$ cat src/rtl/sound_arbiter.sv
// sound_arbiter: turns level sound requests into one-cycle player triggers,
// arbitrates game-over > jump > score with preemption, times each sound
// with a per-source duration and routes the chosen player's wave to audio_out.
//
// state | meaning
// IDLE  | no sound routed, waiting for a request edge
// TRIG  | one cycle: pulse trig_<src>, load duration counter
// PLAY  | route wave_<src>_in to audio_out until counter reaches 0
module sound_arbiter #(
    parameter int unsigned DUR_OVER  = 6500000,
    parameter int unsigned DUR_JUMP  = 2500000,
    parameter int unsigned DUR_SCORE = 1500000
) (
    input  logic       clk,
    input  logic       rst_n,
    input  logic       req_over,
    input  logic       req_jump,
    input  logic       req_score,
    input  logic       mute,
    input  logic       wave_over_in,
    input  logic       wave_jump_in,
    input  logic       wave_score_in,
    output logic       trig_over,
    output logic       trig_jump,
    output logic       trig_score,
    output logic       audio_out,
    output logic       busy,
    output logic [1:0] active_src
);

    typedef enum logic [1:0] {
        S_IDLE = 2'd0,
        S_TRIG = 2'd1,
        S_PLAY = 2'd2
    } state_t;

    // Source codes double as priorities: a larger code wins.
    localparam logic [1:0] SRC_NONE  = 2'd0;
    localparam logic [1:0] SRC_SCORE = 2'd1;
    localparam logic [1:0] SRC_JUMP  = 2'd2;
    localparam logic [1:0] SRC_OVER  = 2'd3;

    localparam logic [23:0] LOAD_OVER  = 24'(DUR_OVER - 1);
    localparam logic [23:0] LOAD_JUMP  = 24'(DUR_JUMP - 1);
    localparam logic [23:0] LOAD_SCORE = 24'(DUR_SCORE - 1);

    state_t      state, state_nxt;
    logic [1:0]  src, src_nxt;
    logic [23:0] cnt, cnt_nxt;
    logic [23:0] cnt_load;
    logic        prev_over, prev_jump, prev_score;
    logic        ev_over, ev_jump, ev_score;
    logic [1:0]  ev_pri;
    logic        ev_qual;
    logic        wave_sel;
    logic        audio_nxt;

    // Request history; reset high so a request held through reset release is not an edge.
    always_ff @(posedge clk or negedge rst_n) begin
        if (!rst_n) begin
            prev_over  <= 1'b1;
            prev_jump  <= 1'b1;
            prev_score <= 1'b1;
        end else begin
            prev_over  <= req_over;
            prev_jump  <= req_jump;
            prev_score <= req_score;
        end
    end

    assign ev_over  = req_over  & ~prev_over;
    assign ev_jump  = req_jump  & ~prev_jump;
    assign ev_score = req_score & ~prev_score;

    // Highest-priority event this cycle; simultaneous losers are dropped.
    always_comb begin
        ev_pri = SRC_NONE;
        if (ev_over)       ev_pri = SRC_OVER;
        else if (ev_jump)  ev_pri = SRC_JUMP;
        else if (ev_score) ev_pri = SRC_SCORE;
    end

    // src is NONE in IDLE, so any event qualifies there; in TRIG/PLAY equal means restart.
    assign ev_qual = (ev_pri != SRC_NONE) && (ev_pri >= src);

    // Duration reload value for the current source.
    always_comb begin
        cnt_load = 24'd0;
        case (src)
            SRC_OVER:  cnt_load = LOAD_OVER;
            SRC_JUMP:  cnt_load = LOAD_JUMP;
            SRC_SCORE: cnt_load = LOAD_SCORE;
            default:   cnt_load = 24'd0;
        endcase
    end

    // State, source and counter registers.
    always_ff @(posedge clk or negedge rst_n) begin
        if (!rst_n) begin
            state <= S_IDLE;
            src   <= SRC_NONE;
            cnt   <= 24'd0;
        end else begin
            state <= state_nxt;
            src   <= src_nxt;
            cnt   <= cnt_nxt;
        end
    end

    // Next-state logic: start, preempt/restart, count down, finish.
    always_comb begin
        state_nxt = state;
        src_nxt   = src;
        cnt_nxt   = cnt;
        case (state)
            S_IDLE: begin
                if (ev_qual) begin
                    state_nxt = S_TRIG;
                    src_nxt   = ev_pri;
                end
            end
            S_TRIG: begin
                if (ev_qual) begin
                    state_nxt = S_TRIG;
                    src_nxt   = ev_pri;
                end else begin
                    state_nxt = S_PLAY;
                    cnt_nxt   = cnt_load;
                end
            end
            S_PLAY: begin
                if (ev_qual) begin
                    state_nxt = S_TRIG;
                    src_nxt   = ev_pri;
                end else if (cnt == 24'd0) begin
                    state_nxt = S_IDLE;
                    src_nxt   = SRC_NONE;
                end else begin
                    cnt_nxt = cnt - 24'd1;
                end
            end
            default: begin
                state_nxt = S_IDLE;
                src_nxt   = SRC_NONE;
                cnt_nxt   = 24'd0;
            end
        endcase
    end

    // Output decode from the state register, plus next audio sample.
    always_comb begin
        trig_over  = 1'b0;
        trig_jump  = 1'b0;
        trig_score = 1'b0;
        busy       = 1'b0;
        active_src = SRC_NONE;
        wave_sel   = 1'b0;
        audio_nxt  = 1'b0;
        case (src)
            SRC_OVER:  wave_sel = wave_over_in;
            SRC_JUMP:  wave_sel = wave_jump_in;
            SRC_SCORE: wave_sel = wave_score_in;
            default:   wave_sel = 1'b0;
        endcase
        if (state == S_TRIG) begin
            trig_over  = (src == SRC_OVER);
            trig_jump  = (src == SRC_JUMP);
            trig_score = (src == SRC_SCORE);
        end
        if (state != S_IDLE) begin
            busy       = 1'b1;
            active_src = src;
        end
        if (state == S_PLAY) begin
            audio_nxt = wave_sel & ~mute;
        end
    end

    // Registered audio pin.
    always_ff @(posedge clk or negedge rst_n) begin
        if (!rst_n) begin
            audio_out <= 1'b0;
        end else begin
            audio_out <= audio_nxt;
        end
    end

endmodule
$ cat config.mk
export PLATFORM = sky130hd
export DESIGN_NAME = sound_arbiter
export DESIGN_NICKNAME = d
export VERILOG_FILES = /design/src/rtl/sound_arbiter.sv
export SDC_FILE = /design/constraint.sdc
export NUM_CORES = 1
export LEC_CHECK = 0
export BUFFER_PORTS_ARGS = -buffer_cell sky130_fd_sc_hd__buf_2
export CORE_MARGIN = 5
export CORE_UTILIZATION = 60
export CTS_CLUSTER_SIZE = 14
export DETAILED_ROUTE_END_ITERATION = 7
export GPL_ROUTABILITY_DRIVEN = 0
export PLACE_DENSITY_LB_ADDON = 0.2
export SLEW_MARGIN = 15
export SYNTH_ARGS = -nofsm -noshare
export SYNTH_HDL_FRONTEND = slang
export SYNTH_SLANG_ARGS = --single-unit
$ cat constraint.sdc
create_clock -name clk -period 3 [get_ports clk]
set_input_delay 0.3 -clock clk [delete_from_list [all_inputs] [get_ports clk]]
set_output_delay 0.3 -clock clk [all_outputs]
set_load 0.02 [all_outputs]
==> metrics <==
status finished, final reports clean; IO Pins 16; share of cells above drive strength 1 0.176; Post-synth top cells 29 x dfrtp_1, 23 x nor2_1, 22 x o21ai_0; startpoint types flip-flop; DRT iter0 DRCs 182; clock transition at the registers of the reported paths 0.07 ns; post_cts resized 0; I/O Buffers 15; ANT cells 0; Fin Setup TNS 0 ns; die height 70.4 um; async set or reset register ratio after synthesis 1.00; dominant synthesized flop cell dfrtp_1; hold buffers post-CTS 0; most instantiated library cell after synthesis dfrtp_1; Area growth syn-to-layout 10.5%; Via density 6.34; total wire length 5410 um; fmax 0.367 GHz; slowest stage delay, CP 0.46 ns; syn_nets 264; share of the synthesized area in the top cell type 0.331; Storage cell area 805 um^2; CTS tree yes; Buf/Inv on CP 1; #FFs+latches synth 32; DRC viols 0; Critical Path, Cell by Cell inv_1 > ha_1 > nor4b_4 > nand4_2 > or3_4 > a21oi_4 > nor3_1 > or3_1; CTS HTree Levels 2; Syn Area/Cell 8.95 um^2; HPWL after DPL 3870 um; std cell rows 22; CTS Buffer Depth 2; worst skew pair latency 0.29 ns; fin. max-slew vios 0; NumNets Final 280; Synthesis Warnings 0; endpoint type of the worst setup path flip-flop; gr ovfl total 0; worst slew pin tran 0.734 ns; Max Cap Viol 0; # fillers 307; core area 3610 um^2; worst r2r src cnt[0]; cell area after synthesis 2190 um^2; Hold Path Class input port to asynchronous set/reset pin; post-synthesis sequential area ratio 0.367; dominant cell type by area after synthesis dfrtp_1; post-CTS setup buffer count 0; ranking of synthesized cells by area dfrtp_1 33%, ha_1 5.7%, o21ai_0 5.0%; Post-Synthesis Cells 245; Worst path slowest cell a21oi_4; Horiz. Die Dim 70.4 um; CTS Sinks 32; clk_skew 0.00772 ns; drt wl/cell 17.4 um; clk root buf clkbuf_8; Total GRT Usage 0.231; RSZ-0062 raised after global routing no; Crit path max-delay family simple AND/OR/NAND/NOR gates; via count 1966; Hold WS 0.0720 ns; Critical Path Fanout Max 19; endpoints failing hold 0; Slew headroom 0.511; CP startpoint cnt[0]; kind of critical path flip-flop to flip-flop; worst path required time 3.17 ns; Post-synth EDFFs 0; vias in the first global route 1913; synth unique cells 51; largest net degree at the start of global routing 33; initial core utilization 0.608; initial antenna violation count 0; period utilization 0.907; Multi-input gate area 1300 um^2; crit path DAT 2.89 ns; Final ANT Viol Nets 0; global-route wire length before repair 8970 um; CTS buffer count 5; final setup fails 0; 1st-pass router iterations 4; crit path time final 2.72 ns; Die ar. 4960 um^2
through the flow:
stage | cells | worst slack, ns | instance area, um^2 | utilization
2_1_floorplan | 245 | 0.620 | 2190 | -
3_3_place_gp | 302 | 0.401 | 2320 | 0.644
3_5_place_dp | 302 | 0.297 | 2320 | 0.644
4_1_cts | 310 | 0.279 | 2420 | 0.672
5_1_grt | 310 | 0.141 | 2420 | 0.672
6_report | 310 | 0.278 | 2420 | 0.672
final cells by class:
cell class	count	area share
Multi-Input combinational cell	190	0.535
Clock buffer	8	0.0413
Sequential cell	32	0.332
Timing Repair Buffer	21	0.0496
Tap cell	48	0.0248
Inverter	11	0.0170
cell families (layout without fill, tap and decap cells):
logic type / Yosys count / after routing / share of synthesized area
fa+ha+maj: 10 / 10 / 0.0571
compound gates: 79 / 79 / 0.251
mux: 4 / 4 / 0.0205
xor+xnor: 1 / 1 / 0.00400
flops: 32 / 32 / 0.367
simple gates: 96 / 96 / 0.259
buf+inv: 23 / 40 / 0.0417
worst reg2reg max path, cell delays in order, from the launching register on:
cell and delay [ns]:
dfrtp_1 0.40, inv_1 0.08, ha_1 0.20, nor4b_4 0.30
nand4_2 0.21, or3_4 0.40, a21oi_4 0.46, nor3_1 0.17
or3_1 0.39
routing by layer:
layer	share of wire	vias up	track usage
met4	0.025	0	0.111
met1	0.44	943	0.294
met3	0.055	15	0.0360
met5	0	-	0
li1	-	945	-
met2	0.48	63	0.378
worst paths after layout:
kind                             end  slack (ns)  depth (start not counted)
setup reg to reg             cnt[10]        0.28                          8
hold / removal                cnt[7]        0.07                          1
max in group asynchronous    cnt[14]        2.46                          1
setup / recovery             cnt[10]        0.28                          8
min in group clk           prev_jump        0.11                          1
hold reg to reg              cnt[21]        0.56                          1
registers in the layout, indices dropped and copies added (netlist names):
name        cells
audio_out       1
cnt            24
prev_jump       1
prev_over       1
prev_score      1
src             2
state           2
cells in the final DEF (no fill, tap or decap), types with 6 or more instances in the layout:
cell type  synthesis  final
a21oi_1            8      8
and2_1             6      6
buf_2              4     15
buf_4              0      6
clkbuf_8           0      7
dfrtp_1           29     29
ha_1              10     10
inv_1             10     10
nand2_1           11     11
nand3_1            9      9
nor2_1            23     23
nor3_1            10     10
o21ai_0           22     22
o31ai_1           12     12
Power is left out: the tool's default activity adds up to more than one toggle a clock period on the data nets, which glitch-free logic cannot reach.
